### src/rtl/stall_pkg.sv
// ----------------------------------------------------------------------------
// stall_pkg
// Shared definitions for the pipeline stall sequencer and the decoder that
// produces the stall code.
//   STOP_*   : 2-bit decoder stall codes (none / store / branch / load)
//   state_t  : sequencer state enumeration
//   is_wait  : true for the states that wait on an external completion event
// ----------------------------------------------------------------------------
package stall_pkg;

    localparam logic [1:0] STOP_NONE = 2'b00;
    localparam logic [1:0] STOP_ST   = 2'b01;
    localparam logic [1:0] STOP_BR   = 2'b10;
    localparam logic [1:0] STOP_LD   = 2'b11;

    typedef enum logic [2:0] {
        IDLE    = 3'd0,
        LD_WAIT = 3'd1,
        LD_USE  = 3'd2,
        ST_WAIT = 3'd3,
        BR_WAIT = 3'd4
    } state_t;

    function automatic logic is_wait(input state_t s);
        return (s == LD_WAIT) || (s == ST_WAIT) || (s == BR_WAIT);
    endfunction

endpackage

### src/rtl/wait_timer.sv
// ----------------------------------------------------------------------------
// wait_timer
// Counts cycles spent in a wait state and flags when MAX_WAIT is reached.
//   clk     : clock, rising edge
//   rst_n   : asynchronous active-low reset, clears the count
//   run     : high while the sequencer sits in a wait state; low clears the
//             count so every wait state is entered with count 0
//   at_max  : count equals MAX_WAIT (count saturates there, never wraps)
// MAX_WAIT must not exceed 2^CNT_W-1.
// ----------------------------------------------------------------------------
module wait_timer #(
    parameter int MAX_WAIT = 15,
    parameter int CNT_W    = 4
) (
    input  logic clk,
    input  logic rst_n,
    input  logic run,
    output logic at_max
);

    localparam logic [CNT_W-1:0] MAX_CNT = CNT_W'(MAX_WAIT);

    logic [CNT_W-1:0] count_reg;

    assign at_max = (count_reg == MAX_CNT);

    always_ff @(posedge clk or negedge rst_n) begin
        if (!rst_n) begin
            count_reg <= '0;
        end else if (!run) begin
            count_reg <= '0;
        end else if (!at_max) begin
            count_reg <= count_reg + 1'b1;
        end
    end

endmodule

### src/rtl/stall_sequencer.sv
// ----------------------------------------------------------------------------
// stall_sequencer
// Pipeline stall controller. Accepts a stall code from decode while idle,
// holds the front of the pipe until the awaited memory or branch event
// arrives (or a wait timeout fires), and inserts a load-use bubble after loads.
//   clk          : clock, rising edge
//   rst_n        : asynchronous active-low reset
//   id_valid     : decode holds a valid instruction
//   stop[1:0]    : stall code (00 none, 01 store, 10 branch, 11 load)
//   mem_ready    : data-memory completion pulse
//   br_resolved  : EX-stage branch resolution pulse
//   br_taken     : branch outcome, qualified by br_resolved
//   pc_hold      : freeze PC
//   if_id_hold   : freeze IF/ID
//   id_ex_bubble : inject NOP into ID/EX
//   if_id_flush  : clear IF/ID (taken branch resolved)
//   busy         : sequencer not idle
//   timeout      : one-cycle pulse when a wait expired without its event
// ----------------------------------------------------------------------------
module stall_sequencer
    import stall_pkg::*;
#(
    parameter int MAX_WAIT = 15,
    parameter int CNT_W    = 4
) (
    input  logic       clk,
    input  logic       rst_n,
    input  logic       id_valid,
    input  logic [1:0] stop,
    input  logic       mem_ready,
    input  logic       br_resolved,
    input  logic       br_taken,
    output logic       pc_hold,
    output logic       if_id_hold,
    output logic       id_ex_bubble,
    output logic       if_id_flush,
    output logic       busy,
    output logic       timeout
);

    state_t state_reg;
    state_t state_next;
    logic   at_max;

    wait_timer #(
        .MAX_WAIT (MAX_WAIT),
        .CNT_W    (CNT_W)
    ) u_wait_timer (
        .clk    (clk),
        .rst_n  (rst_n),
        .run    (is_wait(state_reg)),
        .at_max (at_max)
    );

    always_ff @(posedge clk or negedge rst_n) begin
        if (!rst_n) begin
            state_reg <= IDLE;
        end else begin
            state_reg <= state_next;
        end
    end

    always_comb begin
        state_next   = state_reg;
        pc_hold      = 1'b0;
        if_id_hold   = 1'b0;
        id_ex_bubble = 1'b0;
        if_id_flush  = 1'b0;
        busy         = (state_reg != IDLE);
        timeout      = 1'b0;

        case (state_reg)
            IDLE: begin
                // Hold the front end in the accept cycle itself so the
                // stalled instruction is not overwritten; the bubble starts
                // only once the wait state is entered.
                if (id_valid && (stop != STOP_NONE)) begin
                    pc_hold    = 1'b1;
                    if_id_hold = 1'b1;
                    case (stop)
                        STOP_LD: state_next = LD_WAIT;
                        STOP_ST: state_next = ST_WAIT;
                        default: state_next = BR_WAIT;
                    endcase
                end
            end
            LD_WAIT: begin
                pc_hold      = 1'b1;
                if_id_hold   = 1'b1;
                id_ex_bubble = 1'b1;
                // The event is tested first so that it wins over a timeout
                // in the cycle the counter reaches MAX_WAIT.
                if (mem_ready) begin
                    state_next = LD_USE;
                end else if (at_max) begin
                    state_next = IDLE;
                    timeout    = 1'b1;
                end
            end
            LD_USE: begin
                pc_hold      = 1'b1;
                if_id_hold   = 1'b1;
                id_ex_bubble = 1'b1;
                state_next   = IDLE;
            end
            ST_WAIT: begin
                pc_hold      = 1'b1;
                if_id_hold   = 1'b1;
                id_ex_bubble = 1'b1;
                if (mem_ready) begin
                    state_next = IDLE;
                end else if (at_max) begin
                    state_next = IDLE;
                    timeout    = 1'b1;
                end
            end
            BR_WAIT: begin
                pc_hold      = 1'b1;
                if_id_hold   = 1'b1;
                id_ex_bubble = 1'b1;
                if (br_resolved) begin
                    state_next  = IDLE;
                    if_id_flush = br_taken;
                end else if (at_max) begin
                    state_next = IDLE;
                    timeout    = 1'b1;
                end
            end
            default: begin
                state_next = IDLE;
            end
        endcase

        // The accept-cycle holds are combinational from the inputs, so they
        // must be masked explicitly to keep every output low during reset.
        if (!rst_n) begin
            pc_hold      = 1'b0;
            if_id_hold   = 1'b0;
            id_ex_bubble = 1'b0;
            if_id_flush  = 1'b0;
            busy         = 1'b0;
            timeout      = 1'b0;
        end
    end

endmodule

### config.mk
export PLATFORM = sky130hd
export DESIGN_NAME = stall_sequencer
export DESIGN_NICKNAME = d
export VERILOG_FILES = /design/src/rtl/stall_pkg.sv /design/src/rtl/wait_timer.sv /design/src/rtl/stall_sequencer.sv
export SDC_FILE = /design/constraint.sdc
export NUM_CORES = 1
export LEC_CHECK = 0
export CAP_MARGIN = 20
export CORE_AREA = 2 2 39 41
export CTS_BUF_LIST = sky130_fd_sc_hd__clkbuf_4
export DETAILED_ROUTE_END_ITERATION = 8
export DIE_AREA = 0 0 41 43
export GPL_TIMING_DRIVEN = 0
export PLACE_DENSITY = 0.61
export SLEW_MARGIN = 20
export SYNTH_ARGS = -nofsm -noshare
export SYNTH_HDL_FRONTEND = slang
export SYNTH_SLANG_ARGS = --single-unit
### constraint.sdc
create_clock -name clk -period 2.8 [get_ports clk]
set_input_delay 0.56 -clock clk [delete_from_list [all_inputs] [get_ports clk]]
set_output_delay 0.56 -clock clk [all_outputs]
set_load 0.01 [all_outputs]
==> flow_summary_export.csv <==
group,metric,value,unit
status,status,"complete, no violations",
worst_setup_path,critPathCaptureType,"output port",
route,routed_wl,980,microns
timing,rsz0062_at_grt,"false",
logic_synthesis,avgSynthCellArea,9.31,sq um
placement,dp.cells,79,
route,drt_iter0_markers,5,
finish,postLayoutCoreUtil,0.466,
logic_synthesis,ys_top_cells_by_area,"dfrtp_1, a31oi_1, nor3_1",
logic_synthesis,synth_adder_area_share,0.0269,
finish,stdcell_area,644,sq um
pwr,combPwrFrac,0.346,
logic_synthesis,synth_top_area_frac,0.376,
pwr,pwr-share-seq,0.373,
worst_setup_path,critical_path_required,2240,ps
clocking,cts_buffers,3,
global_route,grt_max_degree,13,
route,drc,0,
global_route,antenna_found_initial,0,
timing,fin_crit,2650,ps
timing,whs,358,ps
global_route,grt_pass1_vias,440,
global_route,track_usage,0.149,
clocking,cts_hold_buffers,0,
logic_synthesis,synth_xor_area_frac,0.0188,
placement,io_buffers,13,
clocking,insertion_delay,250,ps
hold_path,min_path_type,"primary input to async pin",
logic_synthesis,synth_compound_area_frac,0.116,
global_route,grt-ovfl-total,0,
worst_setup_path,worstPathCellList,"clkdlybuf4s50_1 -> nor4b_4 -> a21oi_1 -> nor3b_2 -> clkdlybuf4s50_1",
worst_setup_path,crit_fanout,3,
placement,gp_congestion,0.687,
floorplanning,die_height,43,microns
logic_synthesis,ys_ff_latch,7,
route,vias,436,
timing,setup_viol,0,
logic_synthesis,yosys.area.top_type,"dfrtp_1",
finish,fin_cells,83,
flow_run,drv_cap,0,
pwr,clock_power_share,0.281,
logic_synthesis,synth_simple_gate_area_share,0.360,
pwr,intPower,0.247,mW
timing,tns,0,ps
route,dr.pass1.iters,3,
pwr,p_sw_frac,0.319,
floorplanning,fp-row-count,14,
logic_synthesis,syn_area,465,sq um
pwr,p_leak,0.266,nW
floorplanning,boundaryPins,14,
worst_setup_path,crit_arrival,2090,ps
logic_synthesis,synth_edf_count,0,
worst_setup_path,cp-start-kind,"primary input",
worst_setup_path,crit_type,"primary input to output port",
worst_setup_path,critPathMaxStageDelay,550,ps
finish,fill_cells,142,
timing,fin_skew,0.351,ps
global_route,top_usage_layer,"met2",
logic_synthesis,async_flop_share,1.00,
timing,period_share,0.947,
floorplanning,initial_core_util,0.336,
logic_synthesis,ys.flop_type,"dfrtp_1",
finish,n_antenna_cell,0,
logic_synthesis,synthMuxAreaShare,0.0430,
global_route,grtUsageMet3,0.0157,
finish,nets,77,
worst_setup_path,cpMostUsedCell,"clkdlybuf4s50_1",
placement,postPlaceCellArea,616,sq um
floorplanning,die_area,1760,sq um
logic_synthesis,synthDistinctLibCells,26,
route,avgViaCountPerCell,5.25,
global_route,grt_pass1_wl,1750,microns
route,ant_nets,0,
timing,finalHoldViolCount,0,
pwr,switching_power,0.116,mW
finish,syn_to_final_growth,38.4,%
timing,report.final.slew_viol_count,0,
floorplanning,design.core.area,1380,sq um
global_route,met2_usage,0.247,
logic_synthesis,synth_top_family_by_area,"simple AND/OR/NAND/NOR gates",
finish,drive_gt1_frac,0.149,
timing,slew_headroom,0.700,
clocking,clk_path_buf_depth,2,
logic_synthesis,syn_inst,50,
floorplanning,die_w,41,microns
clocking,cts_tree,"built",
route,wl_per_cell,11.8,microns
logic_synthesis,ys_warn_count,0,
clocking,cts.sinks,7,
timing,clock.fmax,377,MHz
timing,tightest_slew,450,ps
pwr,power_density,563,nW/um^2
clocking,ctsHtreeMaxLevel,1,
global_route,use_met1,0.165,
pwr,peakVddDrop,0.339,mV
worst_setup_path,crit_family,"buffers and inverters",
worst_setup_path,critical_path_buf_inv_count,2,
worst_setup_path,slowest_stage,"clkdlybuf4s50_1",
clocking,cts_root_buffer,"clkbuf_4",
pwr,total_power,0.363,mW
timing,setup_ws,148,ps
placement,dpl.hpwl,754,microns
clocking,clk_pin_slew,50,ps
finish,largest_register_ffs,4,
logic_synthesis,yosysSeqAreaShare,0.376,
logic_synthesis,syn_nets,59,
placement,pre_cts_slack,-19.3,ps
placed cells by master, fill, tap and decap left out:
cell type,n
inv_1,1
clkdlybuf4s50_1,12
nor3b_2,1
clkbuf_4,4
nand4b_1,1
nor2_1,6
nor4b_4,1
nand3_1,3
nor3_1,5
nor2b_1,1
nor2_2,1
ha_1,1
nand3b_1,1
nor4bb_1,1
a31oi_1,4
nand4_1,1
o21ai_0,2
nand2_1,2
mux2i_1,2
buf_6,1
and3b_1,1
buf_4,1
dfrtp_1,7
xnor2_1,1
buf_2,1
dlygate4sd2_1,1
a32oi_1,1
nor3b_1,1
a21oi_1,2
routing by layer:
layer / vias to the layer above / wire length [microns]
met4: 0 / 4
li1: 222 / -
met3: 2 / 55
met2: 12 / 492
met5: - / 0
met1: 200 / 428
repair_timing:
item / 4_1_cts / 5_1_grt
endpoints found under the setup margin: 1 / 0
setup buffers: 0 / 0
resized for setup: 1 / 0
final cells by class:
type	instances	area, sq um	area share
Tap cell	16	20.0	0.0311
Timing Repair Buffer	13	129	0.200
Multi-Input combinational cell	39	263	0.408
Inverter	1	3.75	0.00583
Clock buffer	4	30.0	0.0466
Buffer	3	23.8	0.0369
Sequential cell	7	175	0.272
Yosys cell counts, types with 2 or more instances:
cell type / number
a21oi_1: 2
a31oi_1: 4
dfrtp_1: 7
mux2i_1: 2
nand2_1: 2
nand3_1: 3
nor2_1: 6
nor3_1: 5
o21ai_0: 2
power groups by stage:
stage                     sequential (mW)  combinational (mW)  clock, mW
after global routing                0.138               0.143      0.115
after global placement              0.137               0.126          0
after CTS                           0.136               0.129      0.107
after floorplan                     0.133              0.0791          0
final                               0.135               0.126      0.102
after detailed placement            0.138               0.129          0
final timing paths:
path | from | to | slack, ps | depth (start not counted)
min in group clk | u_wait_timer.count_reg[1]$_DFFE_PN0P_ | u_wait_timer.count_reg[1]$_DFFE_PN0P_ | 600 | 2
worst max-delay path | br_resolved | timeout | 150 | 5
worst min register to register | u_wait_timer.count_reg[1]$_DFFE_PN0P_ | u_wait_timer.count_reg[1]$_DFFE_PN0P_ | 600 | 2
worst max register to register | u_wait_timer.count_reg[0]$_DFFE_PN0P_ | u_wait_timer.count_reg[1]$_DFFE_PN0P_ | 1510 | 4
max in group asynchronous | rst_n | state_reg[1]$_DFFE_PN0P_ | 2130 | 1
worst min-delay path | rst_n | state_reg[2]$_DFFE_PN0P_ | 360 | 1
logic make-up after synthesis:
group           Yosys count
compound gates            9
fa+ha+maj                 1
xor+xnor                  1
simple gates             26
mux                       2
buf+inv                   4
flops                     7
Power figures use the tool's default switching activity.
